[config.mk]
export PLATFORM = sky130hd
export DESIGN_NAME = therm_adc_sampler
export DESIGN_NICKNAME = d
export VERILOG_FILES = /design/src/rtl/therm_pkg.sv /design/src/rtl/therm_spi_rx.sv /design/src/rtl/therm_adc_sampler.sv
export SDC_FILE = /design/constraint.sdc
export NUM_CORES = 1
export LEC_CHECK = 0
export CAP_MARGIN = 20
export CORE_MARGIN = 5
export CORE_UTILIZATION = 29
export DETAILED_ROUTE_END_ITERATION = 8
export PLACE_DENSITY = 0.43
export SLEW_MARGIN = 20
export SYNTH_ARGS = -nofsm -noshare
export SYNTH_HDL_FRONTEND = slang
export SYNTH_SLANG_ARGS = --single-unit
[constraint.sdc]
create_clock -name clk -period 2.2 [get_ports clk]
set_input_delay 0.66 -clock clk [delete_from_list [all_inputs] [get_ports clk]]
set_output_delay 0.66 -clock clk [all_outputs]
set_load 0.05 [all_outputs]
[src/rtl/therm_pkg.sv]
// Shared types and constants for the thermistor ADC sampling front end.
package therm_pkg;

    localparam int THERM_FRAME_BITS = 16;
    localparam int THERM_CODE_W     = 8;

    typedef enum logic [2:0] {
        ST_IDLE,
        ST_SETUP,
        ST_SHIFT,
        ST_QUIET,
        ST_ACCUM
    } therm_state_e;

endpackage

[src/rtl/therm_spi_rx.sv]
// SCLK generator and 16-bit frame receiver; keeps the 8 data bits that
// follow LEAD_BITS leading bits, MSB first.
module therm_spi_rx
    import therm_pkg::*;
#(
    parameter int CLK_DIV   = 4,
    parameter int LEAD_BITS = 3
) (
    input  logic                    clk,
    input  logic                    rst_n,
    input  logic                    start,
    input  logic                    sdo,
    output logic                    sclk,
    output logic                    done,
    output logic [THERM_CODE_W-1:0] sample
);

    localparam int DIV_W = $clog2(CLK_DIV) + 1;
    localparam int BIT_W = $clog2(THERM_FRAME_BITS);

    logic             active;
    logic             phase;
    logic [DIV_W-1:0] half_cnt;
    logic [BIT_W-1:0] bit_cnt;
    logic             sdo_q;
    logic             half_end;
    logic             capture;
    logic             keep;

    assign half_end = (half_cnt == DIV_W'(CLK_DIV - 1));
    // The first cycle of each high phase samples the registered SDO.
    assign capture  = active && phase && (half_cnt == '0);
    assign keep     = (int'(bit_cnt) >= LEAD_BITS) &&
                      (int'(bit_cnt) < LEAD_BITS + THERM_CODE_W);
    assign sclk     = active && phase;
    assign done     = active && phase && half_end &&
                      (bit_cnt == BIT_W'(THERM_FRAME_BITS - 1));

    always_ff @(posedge clk or negedge rst_n) begin
        if (!rst_n) begin
            active   <= 1'b0;
            phase    <= 1'b0;
            half_cnt <= '0;
            bit_cnt  <= '0;
            sdo_q    <= 1'b0;
            sample   <= '0;
        end else begin
            sdo_q <= sdo;
            if (start) begin
                active   <= 1'b1;
                phase    <= 1'b0;
                half_cnt <= '0;
                bit_cnt  <= '0;
            end else if (active) begin
                if (capture && keep) begin
                    sample <= {sample[THERM_CODE_W-2:0], sdo_q};
                end
                if (half_end) begin
                    half_cnt <= '0;
                    phase    <= ~phase;
                    if (phase) begin
                        bit_cnt <= bit_cnt + BIT_W'(1);
                        if (bit_cnt == BIT_W'(THERM_FRAME_BITS - 1)) begin
                            active <= 1'b0;
                        end
                    end
                end else begin
                    half_cnt <= half_cnt + DIV_W'(1);
                end
            end
        end
    end

endmodule

[src/rtl/therm_adc_sampler.sv]
// Periodic thermistor ADC reader: sequences SPI frames and box-car averages
// 2^AVG_LOG2 conversions into v_therm.
module therm_adc_sampler
    import therm_pkg::*;
#(
    parameter int CLK_DIV       = 4,
    parameter int SAMPLE_PERIOD = 50000,
    parameter int LEAD_BITS     = 3,
    parameter int AVG_LOG2      = 2
) (
    input  logic                    clk,
    input  logic                    rst_n,
    input  logic                    start_en,
    input  logic                    adc_sdo,
    output logic                    adc_cs_n,
    output logic                    adc_sclk,
    output logic [THERM_CODE_W-1:0] v_therm,
    output logic                    v_valid,
    output logic                    busy
);

    localparam int TMR_W = $clog2(SAMPLE_PERIOD);
    localparam int DIV_W = $clog2(CLK_DIV) + 1;
    localparam int ACC_W = THERM_CODE_W + AVG_LOG2;
    localparam int CNT_W = AVG_LOG2 + 1;
    localparam logic [CNT_W-1:0] CNT_LAST = CNT_W'((1 << AVG_LOG2) - 1);

    therm_state_e            state;
    therm_state_e            state_next;
    logic [TMR_W-1:0]        timer;
    logic                    tick;
    logic [DIV_W-1:0]        div_cnt;
    logic                    div_end;
    logic                    spi_start;
    logic                    spi_done;
    logic [THERM_CODE_W-1:0] sample;
    logic [ACC_W-1:0]        acc;
    logic [ACC_W-1:0]        acc_sum;
    logic [CNT_W-1:0]        cnt;

    therm_spi_rx #(
        .CLK_DIV   (CLK_DIV),
        .LEAD_BITS (LEAD_BITS)
    ) u_spi_rx (
        .clk    (clk),
        .rst_n  (rst_n),
        .start  (spi_start),
        .sdo    (adc_sdo),
        .sclk   (adc_sclk),
        .done   (spi_done),
        .sample (sample)
    );

    assign tick     = (timer == TMR_W'(SAMPLE_PERIOD - 1));
    assign div_end  = (div_cnt == DIV_W'(CLK_DIV - 1));
    assign adc_cs_n = !((state == ST_SETUP) || (state == ST_SHIFT));
    assign busy     = (state != ST_IDLE);
    assign acc_sum  = acc + ACC_W'(sample);

    always_ff @(posedge clk or negedge rst_n) begin
        if (!rst_n) begin
            timer <= '0;
        end else if (tick) begin
            timer <= '0;
        end else begin
            timer <= timer + TMR_W'(1);
        end
    end

    always_ff @(posedge clk or negedge rst_n) begin
        if (!rst_n) begin
            state <= ST_IDLE;
        end else begin
            state <= state_next;
        end
    end

    always_comb begin
        state_next = state;
        spi_start  = 1'b0;
        case (state)
            ST_IDLE:  if (tick && start_en) state_next = ST_SETUP;
            ST_SETUP: begin
                if (div_end) begin
                    state_next = ST_SHIFT;
                    spi_start  = 1'b1;
                end
            end
            ST_SHIFT: if (spi_done) state_next = ST_QUIET;
            ST_QUIET: if (div_end) state_next = ST_ACCUM;
            ST_ACCUM: state_next = ST_IDLE;
            default:  state_next = ST_IDLE;
        endcase
    end

    // Phase counter shared by the fixed-length SETUP and QUIET phases.
    always_ff @(posedge clk or negedge rst_n) begin
        if (!rst_n) begin
            div_cnt <= '0;
        end else if ((state_next != state) ||
                     !((state == ST_SETUP) || (state == ST_QUIET))) begin
            div_cnt <= '0;
        end else begin
            div_cnt <= div_cnt + DIV_W'(1);
        end
    end

    // v_valid is a bare one-cycle strobe with no ready: the consumer must
    // take v_therm in that cycle; v_therm then holds until the next strobe.
    always_ff @(posedge clk or negedge rst_n) begin
        if (!rst_n) begin
            acc     <= '0;
            cnt     <= '0;
            v_therm <= '0;
            v_valid <= 1'b0;
        end else begin
            v_valid <= 1'b0;
            if (state == ST_ACCUM) begin
                if (cnt == CNT_LAST) begin
                    v_therm <= acc_sum[ACC_W-1 -: THERM_CODE_W];
                    v_valid <= 1'b1;
                    acc     <= '0;
                    cnt     <= '0;
                end else begin
                    acc <= acc_sum;
                    cnt <= cnt + CNT_W'(1);
                end
            end else if ((state == ST_IDLE) && !start_en) begin
                // Disabled and idle: restart the averaging window from scratch.
                acc <= '0;
                cnt <= '0;
            end
        end
    end

endmodule

; Word-level counts from Yosys, hierarchy flattened
; Cells that the tools add are included.
[word_totals]
regBits = 62
in_bits = 4
output_inout_bits = 12
elab_cells = 90
[classes]
add_sub_neg = 6
magnitude_cmp = 2
n_eq_ne = 10
mux = 32
bitwise_logic = 2
n_reduce_logical = 25
[op_table]
columns = cell, n
row1 = two-way mux 3 bit, 11
row2 = two-way mux 10 bit, 3
row3 = "adder 16 x 1 -> 16 bit, second input constant", 1
row4 = "== test 16 bit, second input constant", 1
row5 = two-way mux 16 bit, 1
row6 = two-way mux 4 bit, 4
row7 = "== test 3 x 2 -> 1 bit, second input constant", 5
row8 = two-way mux 1 bit, 12
row9 = case mux 3 bit (4 select lines), 1
row10 = adder 10 x 8 -> 10 bit, 1
row11 = "adder 3 x 1 -> 3 bit, second input constant", 3
row12 = logical AND 1 bit, 8
row13 = nonzero test 2 bit, 4
row14 = zero test 3 bit, 2
row15 = AND reduction 3 bit, 2
row16 = "adder 4 x 1 -> 4 bit, second input constant", 1
row17 = "== test 4 bit, second input constant", 1
row18 = "greater-or-equal comparator 4 x 2 -> 1 bit, second input constant", 1
row19 = "less-than comparator 4 bit, second input constant", 1
row20 = AND reduction 2 bit, 2
row21 = "== test 3 x 1 -> 1 bit, second input constant", 1
row22 = "== test 3 bit, second input constant", 1
row23 = zero test 1 bit, 3
row24 = logical OR 1 bit, 3
row25 = other kinds (3), 4

; Longest topological paths before layout
[depth]
depth_word = 8
depth_mapped = 7
ltp_nobuf = 7

; Hierarchy
; From an unflattened synthesis, not the netlist that was laid out.
[hier_totals]
hier_cells = 273
area_unflattened_um2 = 3083.0
[modules_own_cells]
columns = module, instances, cells_per_inst, area_per_inst_um2, seq_area_each_um2
row1 = therm_adc_sampler, 1, 206, 2244.7, 1101.1
row2 = therm_spi_rx, 1, 67, 838.3, 450.4

; Least setup slack after synthesis
; Ideal clock, no wire load.
[synth_path]
path_type = flip-flop to flip-flop
from = reg u_spi_rx.sample[0]
to = reg acc[8]
setup_ns = 0.125
t_arrival_ns = 1.988
required_time_ns = 2.075
slack_ns = 0.088
path_stages_with_launch = 8
path_buffers = 0
period_less_slack_ns = 2.112
path_cell_list = dfrtp_1 -> ha_1 -> fa_1 -> a211oi_1 -> o21ai_0 -> a41oi_1 -> nor2_1 -> mux2_2
[synth_via]
elab_chain_len = 3
[synth_lines]
columns = element, line
row1 = "start, declared", therm_spi_rx.sv:15  ; output logic [THERM_CODE_W-1:0] sample
row2 = "start signal, assigned", therm_spi_rx.sv:56  ; sample <= {sample[THERM_CODE_W-2:0], sdo_q};
row3 = adder 10 x 8 -> 10 bit, therm_adc_sampler.sv:58  ; assign acc_sum = acc + ACC_W'(sample);
row4 = two-way mux 10 bit, therm_adc_sampler.sv:119  ; if (cnt == CNT_LAST) begin
row5 = two-way mux 10 bit, therm_adc_sampler.sv:118  ; if (state == ST_ACCUM) begin
row6 = "end signal, assigned", therm_adc_sampler.sv:125  ; acc <= acc_sum;
row7 = "end, declared", therm_adc_sampler.sv:37  ; logic [ACC_W-1:0] acc;
; Every way passes these cells.
; A chain may end at the register's enable or synchronous reset.

; Worst setup path after layout
[layout_path]
from = reg v_therm[3]
to = out v_therm[3]
[layout_rtl]
columns = element, line
row1 = "start, declared", therm_adc_sampler.sv:17  ; output logic [THERM_CODE_W-1:0] v_therm,
row2 = "start signal, assigned", therm_adc_sampler.sv:120  ; v_therm <= acc_sum[ACC_W-1 -: THERM_CODE_W];
; No word-level cell between the ends.

==> run summary <==
highest clock rate: 468 MHz
final-report hold violation count: 0
Least-Margin Pin Slew: 0.623 ns
total power per unit cell area: 567 mW/mm^2
CTS H-Tree Depth: 3
Critical Path RT: 1.54 ns
CTS Buf Count: 9
global-route wire length before repair: 11000 um
worst-case vdd ir drop: 207 uV
Sinks on Clock Net: 62
nature of the critical path endpoint: primary output
Placed Instance Area: 0.00350 mm^2
FF-to-FF path depth: 8
worst clock skew: 0.0102 ns
row count: 37
Die Outline Area: 0.0129 mm^2
horizontal extent of the die: 113 um
effective utilization at floorplan: 0.299
DRC violations left: 0
Top FF cell, synth: sky130_fd_sc_hd__dfrtp_1
floorplan die height: 113 um
number of DRC markers in iteration 0: 65
hold_ws: 0.272 ns
CP max stage delay: 0.80 ns
Hold/Removal Path Class: input port to asynchronous set/reset pin
syn nets: 323
fraction of synthesized area in multiplexers: 0.0363
vias per std cell: 4.68
area occupied by multi-input gates: 0.00150 mm^2
dominant cells by area after synthesis: sky130_fd_sc_hd__dfrtp_1 (50%), sky130_fd_sc_hd__ha_1 (6.1%), sky130_fd_sc_hd__nand2_1 (3.8%), sky130_fd_sc_hd__mux2_2 (3.6%), sky130_fd_sc_hd__nor2_1 (3.6%)
most used standard cell by instance count after synthesis: sky130_fd_sc_hd__dfrtp_1
gpl congestion: 0.721
total number of vias: 2227
root buf cell: sky130_fd_sc_hd__clkbuf_8
warnings from Yosys: 0
Detailed Routing Iterations Pass 1: 4
Worst path slowest cell: sky130_fd_sc_hd__clkdlybuf4s50_1
setup violators final: 0
destination of the worst register-to-register timing path: v_therm[6]
run status: finished, final reports clean
ratio of cells with drive above 1 in the final layout: 0.141
sequential share of the synthesized area: 0.500
max-slew headroom at the worst pin: 0.580
startpoint kind of the worst setup timing path: register
CP cell instances: clkdlybuf4s50_1
compound-cell area share of the yosys netlist: 0.108
worst setup path category: register to primary output
critical path's top delay family: buffers and inverters
Maximum Capacitance Violations: 0
combinational family with the most area after synthesis: simple AND/OR/NAND/NOR gates
final wirelength: 6280 um
Non-Filler Cell Area, Final: 0.00374 mm^2
fraction of synthesized cell area taken by the top area cell type: 0.500
number of cells in the finished layout apart from fillers: 476
count of nets after finishing: 355
mean cell area of the mapped netlist: 10.2 um^2
n_diodes: 0
post-route clock period utilization: 0.970
via count of the first global-routing pass: 2288
final period demand of the worst path: 2.13 ns
post-synthesis cell type count: 41
Max Fanout on Critical Path: 2
# port buffers: 15
simple-gate portion of the synthesized area: 0.199
largest net degree at the start of global routing: 46
remaining global-route overflow: 0
total placed cells including tap cells: 458
Clock transition at path regs: 0.07 ns
source of the worst register-to-register timing path: u_spi_rx.sample[0]
largest area contributor in the synthesized netlist: sky130_fd_sc_hd__dfrtp_1
Synth Register Bits: 62
Sequential Area: 0.00155 mm^2
reported leakage power: 1.80 nW
post-synthesis cell area: 0.00310 mm^2
Clock Tree Buf Depth: 2
share of the synthesized netlist area taken by xor and xnor gates: 0.0649
synthesis-to-finish area growth: 20.5%
core area: 0.0104 mm^2
WL per Instance: 13.2 um
fraction of registers with async set or reset after synthesis: 1.00
unrepaired setup endpoints after global routing: false
total I/O pin count: 16
post-synthesis cell count: 303
post-route ant nets: 0
synth cell count leaders: sky130_fd_sc_hd__dfrtp_1 (62), sky130_fd_sc_hd__nand2_1 (31), sky130_fd_sc_hd__nor2_1 (30)
Detail Placement HPWL: 4350 um
later-pin clock latency in the skew report: 0.34 ns
fill cell count: 1056
setup slack of the worst register-to-register path: 0.17 ns
post-route setup TNS: 0 ns
EDFF count, synth: 0
worst path bufs/invs: 1
initial antenna violation count: 0
overall global routing resource usage: 0.107
final count of pins violating max slew: 0
crit path DAT: 1.47 ns
adder-cell share of the synthesized area: 0.0670
CTS tree: yes
-- cells in the final DEF (no fill, tap or decap), types with 3 or more instances in the layout --
cell                              Yosys  layout
sky130_fd_sc_hd__nand2_1             31      31
sky130_fd_sc_hd__inv_1               11      11
sky130_fd_sc_hd__o21ai_0             18      17
sky130_fd_sc_hd__ha_1                15      15
sky130_fd_sc_hd__nand2b_1             7       7
sky130_fd_sc_hd__buf_12               0       3
sky130_fd_sc_hd__xor2_1              12      12
sky130_fd_sc_hd__buf_4                1      14
sky130_fd_sc_hd__a211o_1              4       4
sky130_fd_sc_hd__dlymetal6s2s_1       0       7
sky130_fd_sc_hd__clkbuf_8             0      12
sky130_fd_sc_hd__and3_1               5       5
sky130_fd_sc_hd__a21o_1               4       4
sky130_fd_sc_hd__nor2_1              30      30
sky130_fd_sc_hd__a21oi_1             11      11
sky130_fd_sc_hd__dfrtp_1             62      61
sky130_fd_sc_hd__nand3_1             15      15
sky130_fd_sc_hd__clkdlybuf4s50_1      0       4
sky130_fd_sc_hd__xnor2_1             11      11
sky130_fd_sc_hd__nand4_1              7       7
sky130_fd_sc_hd__nor3_1               6       6
sky130_fd_sc_hd__a22o_1               5       5
sky130_fd_sc_hd__clkbuf_1             6       4
sky130_fd_sc_hd__mux2_2              10      10
sky130_fd_sc_hd__nor2b_1              4       4
-- routing by layer --
layer  share of wire  wire, um  vias to the layer above  GRT usage
met5               0         0                        -          0
met4          0.0099        62                        0     0.0337
met3           0.036       227                        8     0.0371
met2            0.47      2930                       21      0.171
met1            0.49      3070                     1062      0.135
li1                -         -                     1136          -
-- per-stage QoR --
| stage | power [mW] | util | setup WS, ns |
|---|---|---|---|
| 3_5_place_dp | 1.22 | 0.338 | -0.0328 |
| 6_report | 2.12 | 0.360 | 0.0653 |
| 5_1_grt | 2.22 | 0.360 | 0.00535 |
| 2_1_floorplan | 1.18 | - | 0.0877 |
| 4_1_cts | 2.18 | 0.355 | 0.00566 |
| 3_3_place_gp | 1.22 | 0.338 | 0.00570 |
-- logic make-up (layout without fill, tap and decap cells) --
group / Yosys count / count (layout)
AND/OR/NAND/NOR: 121 / 121
flip-flops: 62 / 62
AO/OA/AOI/OAI: 52 / 52
XOR/XNOR: 23 / 23
buffers and inverters: 19 / 56
adder cells (fa/ha/maj): 16 / 16
multiplexers: 10 / 10
-- worst max path at each step --
stage / startpoint / end / slack [ns] / cells past startpoint
2_1_floorplan: u_spi_rx.sample[0] / acc[8] / 0.09 / 7
3_3_place_gp: u_spi_rx.sample[0] / v_therm[6] / 0.006 / 8
3_5_place_dp: u_spi_rx.sample[0] / v_therm[6] / -0.03 / 8
4_1_cts: v_therm[5] / v_therm[5] / 0.006 / 1
5_1_grt: u_spi_rx.sample[1] / v_therm[5] / 0.005 / 7
6_report: v_therm[3] / v_therm[3] / 0.07 / 1
-- final cells by class --
| class | instances | area share |
|---|---|---|
| well taps | 136 | 0.0455 |
| clock buffers | 16 | 0.0482 |
| inverters | 11 | 0.0110 |
| multi-input cells | 222 | 0.400 |
| flip-flops and latches | 62 | 0.415 |
| repair buffers | 29 | 0.0797 |
-- repair_timing --
item                                    CTS  global route
endpoints found under the hold margin     0             0
setup buffers                             0             2
cloned                                    0             0
endpoints found under the setup margin    1            18
hold buffers                              0             0
resized for setup                         1            12
pin swaps                                 1             0
-- flip-flops by register name, summed over array words and instances (netlist names) --
signal,count
state,3
v_valid,1
v_therm,8
u_spi_rx.bit_cnt,4
u_spi_rx.phase,1
u_spi_rx.sdo_q,1
u_spi_rx.active,1
u_spi_rx.sample,8
div_cnt,3
u_spi_rx.half_cnt,3
acc,10
cnt,3
timer,16
-- where the power goes --
part / internal (mW) / total (mW) / switching, mW
Combinational: 0.0169 / 0.0488 / 0.0319
Clock: 0.504 / 0.925 / 0.421
Sequential: 1.14 / 1.15 / 0.00294
(Power assumes the default switching activity.)
